**config.mk**
```make
export PLATFORM = sky130hd
export DESIGN_NAME = ptp_pdelay_calc_flat
export DESIGN_NICKNAME = d
export VERILOG_FILES = /design/src/rtl/ptp_pkg.sv /design/src/rtl/ptp_pdelay_calc_if.sv /design/src/rtl/ptp_ts_diff_ns.sv /design/src/rtl/ptp_pdelay_calc.sv /design/src/flat_wrapper.sv
export SDC_FILE = /design/constraint.sdc
export NUM_CORES = 1
export LEC_CHECK = 0
export CORE_UTILIZATION = 40
export CTS_BUF_LIST = sky130_fd_sc_hd__clkbuf_2 sky130_fd_sc_hd__clkbuf_4 sky130_fd_sc_hd__clkbuf_8
export DETAILED_ROUTE_END_ITERATION = 8
export DONT_BUFFER_PORTS = 1
export GPL_ROUTABILITY_DRIVEN = 0
export GPL_TIMING_DRIVEN = 0
export PLACE_DENSITY = 0.63
export SYNTH_ARGS = -nofsm -noshare
export SYNTH_HDL_FRONTEND = slang
export SYNTH_SLANG_ARGS = --single-unit
```
**constraint.sdc**
```tcl
create_clock -name i_clk -period 48 [get_ports i_clk]
set_input_delay 4.8 -clock i_clk [delete_from_list [all_inputs] [get_ports i_clk]]
set_output_delay 4.8 -clock i_clk [all_outputs]
set_load 0.005 [all_outputs]
```
**src/rtl/ptp_pkg.sv**
```systemverilog
// ptp_pkg: shared constants, reject codes and FSM encoding for the Pdelay path
package ptp_pkg;
    localparam int unsigned NS_PER_SEC = 1_000_000_000;
    localparam logic [1:0] REJ_NONE   = 2'b00;
    localparam logic [1:0] REJ_NEG    = 2'b01;
    localparam logic [1:0] REJ_THRESH = 2'b10;
    localparam logic [1:0] REJ_RANGE  = 2'b11;
    typedef enum logic [2:0] {S_IDLE, S_DIFF, S_NORM, S_CHK, S_FILT} state_t;
endpackage

```
**src/rtl/ptp_pdelay_calc_if.sv**
```systemverilog
// ptp_pdelay_calc_if: timestamp/result bus between the PTP register list and the delay calculator
interface ptp_pdelay_calc_if #(parameter int TIMESTAMP_WIDTH = 80);
    logic [TIMESTAMP_WIDTH-1:0] i_pdelay_t0;
    logic [TIMESTAMP_WIDTH-1:0] i_pdelay_t1;
    logic [TIMESTAMP_WIDTH-1:0] i_pdelay_t2;
    logic [TIMESTAMP_WIDTH-1:0] i_pdelay_t3;
    logic i_pdelaytime_valid;
    logic [31:0] o_pdelay_time;
    logic o_pdelay_time_valid;
    logic [31:0] o_raw_delay;
    logic o_sample_reject;
    logic [1:0] o_reject_code;
    logic o_as_capable;
    logic o_overrun;
    logic o_busy;
    modport master (
        output i_pdelay_t0, i_pdelay_t1, i_pdelay_t2, i_pdelay_t3, i_pdelaytime_valid,
        input o_pdelay_time, o_pdelay_time_valid, o_raw_delay, o_sample_reject,
        input o_reject_code, o_as_capable, o_overrun, o_busy
    );
    modport slave (
        input i_pdelay_t0, i_pdelay_t1, i_pdelay_t2, i_pdelay_t3, i_pdelaytime_valid,
        output o_pdelay_time, o_pdelay_time_valid, o_raw_delay, o_sample_reject,
        output o_reject_code, o_as_capable, o_overrun, o_busy
    );
endinterface

```
**src/rtl/ptp_ts_diff_ns.sv**
```systemverilog
// ptp_ts_diff_ns: late-minus-early timestamp difference in signed ns, two-cycle registered latency
module ptp_ts_diff_ns
    import ptp_pkg::*;
#(
    parameter int TIMESTAMP_WIDTH = 80
) (
    input  logic                       i_clk,
    input  logic                       i_rst,
    input  logic [TIMESTAMP_WIDTH-1:0] i_ts_late,
    input  logic [TIMESTAMP_WIDTH-1:0] i_ts_early,
    output logic signed [32:0]         o_ns,
    output logic                       o_range_err
);
    localparam int SW = TIMESTAMP_WIDTH - 32;
    localparam logic signed [32:0] NS_SEC = 33'(NS_PER_SEC);
    logic [SW-1:0] r_sd, w_sd;
    logic signed [32:0] r_nd, w_nd, r_ns, w_ns;
    logic r_err, w_err, w_pos, w_neg;
    // seconds/ns differences and the +-1 s fold into ns; only sd in {-1,0,+1} is representable
    always_comb begin
        w_sd  = i_ts_late[TIMESTAMP_WIDTH-1:32] - i_ts_early[TIMESTAMP_WIDTH-1:32];
        w_nd  = {1'b0, i_ts_late[31:0]} - {1'b0, i_ts_early[31:0]};
        w_pos = r_sd == SW'(1);
        w_neg = r_sd == '1;
        w_ns  = w_pos ? r_nd + NS_SEC : w_neg ? r_nd - NS_SEC : r_nd;
        w_err = !(w_pos || w_neg || r_sd == '0);
    end
    // DIFF stage registers the raw differences, NORM stage registers the folded result
    always_ff @(posedge i_clk) begin
        if (i_rst) begin
            r_sd  <= '0;
            r_nd  <= '0;
            r_ns  <= '0;
            r_err <= 1'b0;
        end else begin
            r_sd  <= w_sd;
            r_nd  <= w_nd;
            r_ns  <= w_ns;
            r_err <= w_err;
        end
    end
    assign o_ns        = r_ns;
    assign o_range_err = r_err;
endmodule

```
**src/rtl/ptp_pdelay_calc.sv**
```systemverilog
// ptp_pdelay_calc: 802.1AS mean link delay with sample qualification, IIR smoothing and asCapable
module ptp_pdelay_calc
    import ptp_pkg::*;
#(
    parameter int          TIMESTAMP_WIDTH = 80,
    parameter logic [31:0] DELAY_THRESH    = 32'd800,
    parameter int          FILT_SHIFT      = 3,
    parameter int          ACCEPT_CNT      = 3
) (
    input logic i_clk,
    input logic i_rst,
    ptp_pdelay_calc_if.slave bus
);
    localparam int ACCW = 32 + FILT_SHIFT;
    localparam int CW   = $clog2(ACCEPT_CNT + 1);
    state_t r_state, w_next;
    logic [TIMESTAMP_WIDTH-1:0] r_t0, r_t1, r_t2, r_t3;
    logic signed [32:0] w_a, w_b;
    logic w_err_a, w_err_b;
    logic signed [33:0] w_d, w_raw;
    logic [1:0] w_code, r_code, r_out_code;
    logic [31:0] r_raw, r_out_raw, r_time;
    logic [ACCW-1:0] r_acc, w_acc;
    logic [CW-1:0] r_cnt;
    logic r_first, r_valid, r_reject, r_overrun;
    ptp_ts_diff_ns #(.TIMESTAMP_WIDTH(TIMESTAMP_WIDTH)) u_diff_a (
        .i_clk(i_clk), .i_rst(i_rst), .i_ts_late(r_t3), .i_ts_early(r_t0),
        .o_ns(w_a), .o_range_err(w_err_a)
    );
    ptp_ts_diff_ns #(.TIMESTAMP_WIDTH(TIMESTAMP_WIDTH)) u_diff_b (
        .i_clk(i_clk), .i_rst(i_rst), .i_ts_late(r_t2), .i_ts_early(r_t1),
        .o_ns(w_b), .o_range_err(w_err_b)
    );
    // state register
    always_ff @(posedge i_clk) r_state <= i_rst ? S_IDLE : w_next;
    // fixed one-cycle-per-state walk once a sample is captured
    always_comb begin
        w_next = S_IDLE;
        case (r_state)
            S_IDLE:  w_next = bus.i_pdelaytime_valid ? S_DIFF : S_IDLE;
            S_DIFF:  w_next = S_NORM;
            S_NORM:  w_next = S_CHK;
            S_CHK:   w_next = S_FILT;
            default: w_next = S_IDLE;
        endcase
    end
    // halve the round trip minus turnaround, classify, and form the next filter value
    always_comb begin
        w_d    = {w_a[32], w_a} - {w_b[32], w_b};
        w_raw  = w_d >>> 1;
        w_code = (w_err_a || w_err_b) ? REJ_RANGE :
                 w_raw[33] ? REJ_NEG :
                 (w_raw > 34'(DELAY_THRESH)) ? REJ_THRESH : REJ_NONE;
        w_acc  = r_first ? ACCW'(r_raw) << FILT_SHIFT
                         : r_acc + ACCW'(r_raw) - (r_acc >> FILT_SHIFT);
    end
    // timestamps are only sampled when idle so a dropped strobe cannot disturb the in-flight sample
    always_ff @(posedge i_clk) begin
        if (r_state == S_IDLE && bus.i_pdelaytime_valid) begin
            r_t0 <= bus.i_pdelay_t0;
            r_t1 <= bus.i_pdelay_t1;
            r_t2 <= bus.i_pdelay_t2;
            r_t3 <= bus.i_pdelay_t3;
        end
    end
    // CHK/FILT results, IIR accumulator, accept counter and output pulses
    always_ff @(posedge i_clk) begin
        if (i_rst) begin
            r_code     <= REJ_NONE;
            r_raw      <= '0;
            r_out_code <= REJ_NONE;
            r_out_raw  <= '0;
            r_time     <= '0;
            r_acc      <= '0;
            r_cnt      <= '0;
            r_first    <= 1'b1;
            r_valid    <= 1'b0;
            r_reject   <= 1'b0;
            r_overrun  <= 1'b0;
        end else begin
            r_overrun <= bus.i_pdelaytime_valid && r_state != S_IDLE;
            r_valid   <= r_state == S_FILT && r_code == REJ_NONE;
            r_reject  <= r_state == S_FILT && r_code != REJ_NONE;
            if (r_state == S_CHK) begin
                r_raw  <= 32'(w_raw);
                r_code <= w_code;
            end
            if (r_state == S_FILT) begin
                r_out_raw  <= r_raw;
                r_out_code <= r_code;
                if (r_code == REJ_NONE) begin
                    r_acc   <= w_acc;
                    r_time  <= 32'(w_acc >> FILT_SHIFT);
                    r_first <= 1'b0;
                    r_cnt   <= (r_cnt == CW'(ACCEPT_CNT)) ? r_cnt : r_cnt + CW'(1);
                end else begin
                    r_cnt <= '0;
                end
            end
        end
    end
    assign bus.o_pdelay_time       = r_time;
    assign bus.o_pdelay_time_valid = r_valid;
    assign bus.o_raw_delay         = r_out_raw;
    assign bus.o_sample_reject     = r_reject;
    assign bus.o_reject_code       = r_out_code;
    assign bus.o_as_capable        = r_cnt == CW'(ACCEPT_CNT);
    assign bus.o_overrun           = r_overrun;
    assign bus.o_busy              = r_state != S_IDLE;
endmodule

```
**src/flat_wrapper.sv**
```systemverilog
// flat-port wrapper written by rule: the top's interface ports become plain ports
module ptp_pdelay_calc_flat import ptp_pkg::*;
#(
    parameter int          TIMESTAMP_WIDTH = 80,
    parameter logic [31:0] DELAY_THRESH    = 32'd800,
    parameter int          FILT_SHIFT      = 3,
    parameter int          ACCEPT_CNT      = 3
)
  (i_clk, i_rst, bus_i_pdelay_t0, bus_i_pdelay_t1, bus_i_pdelay_t2, bus_i_pdelay_t3, bus_i_pdelaytime_valid, bus_o_pdelay_time, bus_o_pdelay_time_valid, bus_o_raw_delay, bus_o_sample_reject, bus_o_reject_code, bus_o_as_capable, bus_o_overrun, bus_o_busy);
  ptp_pdelay_calc_if #(.TIMESTAMP_WIDTH(TIMESTAMP_WIDTH)) bus_i ();
  input logic i_clk;
  input logic i_rst;
  input wire logic [$bits(bus_i.i_pdelay_t0)-1:0] bus_i_pdelay_t0;
  input wire logic [$bits(bus_i.i_pdelay_t1)-1:0] bus_i_pdelay_t1;
  input wire logic [$bits(bus_i.i_pdelay_t2)-1:0] bus_i_pdelay_t2;
  input wire logic [$bits(bus_i.i_pdelay_t3)-1:0] bus_i_pdelay_t3;
  input wire logic [$bits(bus_i.i_pdelaytime_valid)-1:0] bus_i_pdelaytime_valid;
  output wire logic [$bits(bus_i.o_pdelay_time)-1:0] bus_o_pdelay_time;
  output wire logic [$bits(bus_i.o_pdelay_time_valid)-1:0] bus_o_pdelay_time_valid;
  output wire logic [$bits(bus_i.o_raw_delay)-1:0] bus_o_raw_delay;
  output wire logic [$bits(bus_i.o_sample_reject)-1:0] bus_o_sample_reject;
  output wire logic [$bits(bus_i.o_reject_code)-1:0] bus_o_reject_code;
  output wire logic [$bits(bus_i.o_as_capable)-1:0] bus_o_as_capable;
  output wire logic [$bits(bus_i.o_overrun)-1:0] bus_o_overrun;
  output wire logic [$bits(bus_i.o_busy)-1:0] bus_o_busy;
  assign bus_i.i_pdelay_t0 = bus_i_pdelay_t0;
  assign bus_i.i_pdelay_t1 = bus_i_pdelay_t1;
  assign bus_i.i_pdelay_t2 = bus_i_pdelay_t2;
  assign bus_i.i_pdelay_t3 = bus_i_pdelay_t3;
  assign bus_i.i_pdelaytime_valid = bus_i_pdelaytime_valid;
  assign bus_o_pdelay_time = bus_i.o_pdelay_time;
  assign bus_o_pdelay_time_valid = bus_i.o_pdelay_time_valid;
  assign bus_o_raw_delay = bus_i.o_raw_delay;
  assign bus_o_sample_reject = bus_i.o_sample_reject;
  assign bus_o_reject_code = bus_i.o_reject_code;
  assign bus_o_as_capable = bus_i.o_as_capable;
  assign bus_o_overrun = bus_i.o_overrun;
  assign bus_o_busy = bus_i.o_busy;
  ptp_pdelay_calc #(.TIMESTAMP_WIDTH(TIMESTAMP_WIDTH), .DELAY_THRESH(DELAY_THRESH), .FILT_SHIFT(FILT_SHIFT), .ACCEPT_CNT(ACCEPT_CNT)) u_core (.i_clk(i_clk), .i_rst(i_rst), .bus(bus_i));
endmodule
```
# Yosys cells after proc, flatten, opt, wreduce, memory -nomap -nowiden
# Cells that the tools add are included.
# op_classes
n_eq_ne	10
mux	12
n_lt_le_gt_ge	1
n_reduce_logical	19
addsub	12
# op_table
operator	count
33-bit two-way mux	4
48-bit by 1-bit equality test with 1-bit output (second input constant)	2
48-bit equality test (second input constant)	2
48-bit logical NOT	2
48-bit subtractor	2
33-bit by 31-bit adder with 33-bit output (second input constant)	2
32-bit by 32-bit subtractor with 33-bit output	2
33-bit by 31-bit subtractor with 33-bit output (second input constant)	2
35-bit by 32-bit adder with 35-bit output	1
35-bit two-way mux	1
35-bit by 32-bit subtractor with 35-bit output	1
34-bit by 10-bit > comparator with 1-bit output (second input constant)	1
33-bit by 33-bit subtractor with 34-bit output	1
3-bit one-hot mux with 4 select lines	1
2-bit two-way mux	5
3-bit by 2-bit equality test with 1-bit output (second input constant)	2
1-bit logical OR	5
1-bit logical AND	4
2-bit AND reduction	2
3-bit by 1-bit equality test with 1-bit output (second input constant)	1
3-bit equality test (second input constant)	1
3-bit logical NOT	1
3-bit nonzero test	1
2-bit by 1-bit adder with 2-bit output (second input constant)	1
6 further kinds	7
# word_totals
output_inout_bits	71
regBits	694
wordCells	78

# Depth between registers and ports, before layout
# depth
ltp_word	5
mapped_depth	15
ltp_nobuf	15

# Cells and area by module
# From an unflattened synthesis, not the netlist that was laid out.
# unflattened
hier_cells	3785
area_unflattened_um2	35868.2
# by_module_without_submodules
module	cells_per_inst	area_per_inst_um2	n_inst
ptp_pdelay_calc	1534	18607.8	1
ptp_ts_diff_ns at u_core.u_diff_a	1173	8917.3	1
ptp_ts_diff_ns at u_core.u_diff_b	1078	8343.0	1

# Worst setup path after synthesis
# No wires, ideal clock.
# synth_path
kind	in2reg
startpoint	input bus_i_pdelaytime_valid
endpoint	register u_core.r_t0[0] (enable)
t_required_ns	46.991
arrival_ns	17.960
cell_stages	2
slack_ns	29.031
setup_time_ns	1.009
path_buffers	0
path_cell_list	inv_1 nor2_1
# synth_between
elab_chain_cells	1
# synth_rtl
item	line	source
from (decl)	flat_wrapper.sv:17	input wire logic [$bits(bus_i.i_pdelaytime_valid)-1:0] bus_i_pdelaytime_valid;
1-bit logical AND	ptp_pdelay_calc.sv:59	if (r_state == S_IDLE && bus.i_pdelaytime_valid) begin
to (signal assigned)	ptp_pdelay_calc.sv:60	r_t0 <= bus.i_pdelay_t0;
to (decl)	ptp_pdelay_calc.sv:17	logic [TIMESTAMP_WIDTH-1:0] r_t0, r_t1, r_t2, r_t3;
# Every way passes these cells.
# A chain may end at the register's enable or synchronous reset.

# Final worst setup path
# layout_path
startpoint	input i_rst
endpoint	register u_core.u_diff_a.r_ns[32] (netlist: u_core.u_diff_a.o_ns[32])
# layout_lines
item	line	source
from (decl)	flat_wrapper.sv:12	input logic i_rst;
to (signal assigned)	ptp_ts_diff_ns.sv:38	r_ns <= w_ns;
to (decl)	ptp_ts_diff_ns.sv:17	logic signed [32:0] r_nd, w_nd, r_ns, w_ns;
# No word-level cell between the ends.

==> results.md <==
- Die W: 299 um
- Slowest cell on crit path: clkbuf_1
- Share of the synthesized area in the top cell type: 27.3%
- Port Buffer Count: 0
- Pre-antenna DRT Iters: 6
- CP dominant cell by count: clkbuf_1
- Bufs on Longest Clock Path: 3
- Total wire length: 93,600 um
- Top cells by area, synth: edfxtp_1 27%, dfxtp_1 19%, ha_1 8.2%
- Cell Area, Synth: 35,200 um^2
- Most common cell after layout, fill and taps aside: inv_1
- Wire per inst: 18.5 um
- Worst min path class: flop to flop
- Critical path arrival: 8.00 ns
- Chip height: 299 um
- Post-synthesis register bit count: 662
- Sink Count: 662
- Pre-CTS setup slack: 39.67 ns
- R2R Setup Slk: 43.79 ns
- WP data required: 48.57 ns
- Final hold violation count: 0
- Vias: 26,719
- Final min period: 7.43 ns
- Sequential share of the synthesized area: 46.7%
- Critical path capture point type: flop
- Post-synth top area cell: edfxtp_1
- Final setup viols: 0
- Pwr Density: 43.0 nW/um^2
- Vias per cell: 5.28
- Drt drc: 0
- Max FO, Critical Path: 11
- Number of synthesized flops with an enable pin: 320
- Via count of the first global-routing pass: 25,715
- CP cell instances: clkbuf_1 -> clkbuf_1 -> clkbuf_1 -> clkbuf_1 -> nor2_1
- P&R area growth vs syn: 11.7%
- Rows: 108
- R2r endpoint: u_core.r_acc[34]
- Layout cell share with drive strength beyond 1: 7.66%
- GRT busiest layer: met2
- Hold path start: u_core.u_diff_a.r_nd[6]
- Worst setup SP type: input pin
- Initial drt markers: 1,697
- Worst Setup Slack, final: 40.57 ns
- Skew-Pair Late Insertion Delay: 0.77 ns
- Clk Tree Root Cell: clkbuf_8
- Max Cap Viol: 0
- CP Capture Point: u_core.u_diff_a.o_ns[32]
- Crit path largest cell delay: 1.12 ns
- Mapped Cells: 3,686
- Reg2reg start: u_core.r_acc[8]
- Syn Nets: 4,276
- # H-tree levels: 3
- Crit Path Class: input pin to flop
- Final Skew: 0.0351 ns
- Hold buffer count at cts: 0
- Initial Util: 40.5%
- Routed Antenna Nets: 0
- Global Route Usage Sum: 20.5%
- Ys async rst share: 0%
- Slew @ Worst Pin: 1.45 ns
- Top-Level Pins: 394
- VDD IR max: 0.0000302 V
- TritonCTS buffer count: 109
- Most frequent cells in the layout: 392 x inv_1, 342 x dfxtp_1, 341 x nor2_1, 320 x edfxtp_1, 295 x a21oi_1
- Lkg Pwr: 15.9 nW
- Fill cells: 8,427
- CTS tree: built
- Yosys cell types: 88
- Peak Freq: 0.135 GHz
- Crit share post-route: 15.5%
- M3 GR Usage: 5.26%
- Dominant synthesized flop cell: dfxtp_1
- Grt ovf: 0
- Sum of negative setup slack: 0 ns
- Grt met2 use: 35.0%
- Max_slew headroom: 3.54%
- Initial antenna violation count: 19
- Syn Area/Cell: 9.56 um^2
- Critical path startpoint: i_rst
- Die area: 89,300 um^2
- Reg clk slew, reported paths: 0.06 ns
- RSZ-0062 raised after global routing: no
- Placeable Area: 87,000 um^2
- Slew Viols, Final: 0
- Post-CTS setup buffers: 0
- Fin nets: 4,398
- Synth Warn #: 0
- Status: finished, final reports clean
- FF-to-FF path depth: 14
- PostCTS Resize Cnt: 0
- Met1 Use GR: 25.1%
- Pin count of the biggest net entering global routing: 37
- First-pass GRT wire length: 143,000 um
- Detail Placement HPWL: 73,000 um
## report_power, final
| group | leakage, nW | switching, mW | internal, mW |
|---|---|---|---|
| Combinational | 8.80 | 0.273 | 0.188 |
| Clock | 1.29 | 0.237 | 0.302 |
| Sequential | 5.86 | 0.0338 | 0.658 |
| Total | 15.9 | 0.544 | 1.15 |
## metal layers
| metal | share of wire, % | vias up |
|---|---|---|
| met1 | 42 | 12430 |
| met2 | 48 | 795 |
| met4 | 3.0 | 30 |
| met5 | 0.22 | - |
| li1 | - | 13267 |
| met3 | 6.9 | 197 |
## Yosys cell counts, types with 7 or more instances
library cell,count
a31o_2,10
o21bai_1,29
fa_1,37
and2_1,22
nor2b_1,55
o211ai_1,19
a31oi_1,32
inv_1,392
clkbuf_1,101
nor4_1,42
nand2_1,291
a21oi_1,295
nor2_1,342
o21a_1,43
a311oi_1,9
edfxtp_1,320
nand4_1,55
or3_1,18
nor3b_1,11
nor3_1,74
xor2_1,96
ha_1,230
o21ai_0,160
nand3_1,62
o31ai_1,14
or2_2,15
a41oi_1,9
o22ai_1,10
a211o_1,13
and3_1,29
o211a_1,7
dfxtp_1,342
xnor2_1,119
nand2b_1,32
a211oi_1,73
o31a_1,9
buf_4,32
a2111oi_0,7
a21o_1,101
a21boi_0,8
## final cells by class
| type | instances | area (um^2) | area share (%) |
|---|---|---|---|
| sequential | 662 | 16500 | 41.8 |
| antenna | 6 | 15.0 | 0.0382 |
| inverter | 393 | 1480 | 3.75 |
| timing repair buffer | 11 | 243 | 0.617 |
| clock inverter | 35 | 359 | 0.913 |
| tap | 1155 | 1450 | 3.67 |
| buffer | 140 | 649 | 1.65 |
| multi-input combinational | 2491 | 16700 | 42.3 |
| clock buffer | 169 | 2050 | 5.21 |
## worst min path at each step
stage,end,slack [ns],cells after the start
finish,u_core.u_diff_a.o_ns[6],0.43,1
detailed placement,u_core.u_diff_a.o_ns[2],0.43,1
global placement,u_core.u_diff_a.o_ns[6],0.43,1
global route,u_core.u_diff_a.o_ns[6],0.46,1
CTS,u_core.u_diff_a.o_ns[6],0.44,1
floorplan,u_core.u_diff_a.o_ns[0],0.41,1
## critical path: cells and delay by family
family                 cells  cell delay (ns)
buffers and inverters      4             3.00
and+or+nand+nor            1             0.17
## cell families after synthesis
family          Yosys count  synth area share, %
xor+xnor                215                 5.35
simple gates           1071                 14.2
buf+inv                 533                 6.03
mux                      12                0.362
compound gates          926                 17.0
fa+ha+maj               267                 10.3
flops                   662                 46.7
## stage by stage
stage	cell area [um^2]	utilization, %	cells	power [mW]	hold slack [ns]
finish	39300	45.2	5062	1.69	0.435
CTS	39300	45.2	5056	1.70	0.441
floorplan	35200	-	3686	1.06	0.414
global route	39300	45.2	5058	1.79	0.455
detailed placement	36900	42.4	4852	1.16	0.427
global placement	36700	42.1	4841	1.17	0.425
## flip-flops by register name, summed over array words and instances, names as in the netlist, 35 cells and up
register and cells:
u_core.r_t0 80, u_core.r_t1 80, u_core.r_t2 80, u_core.r_t3 80
u_core.u_diff_a.r_sd 48, u_core.u_diff_b.r_sd 48, u_core.r_acc 35
Power figures use the tool's default switching activity.
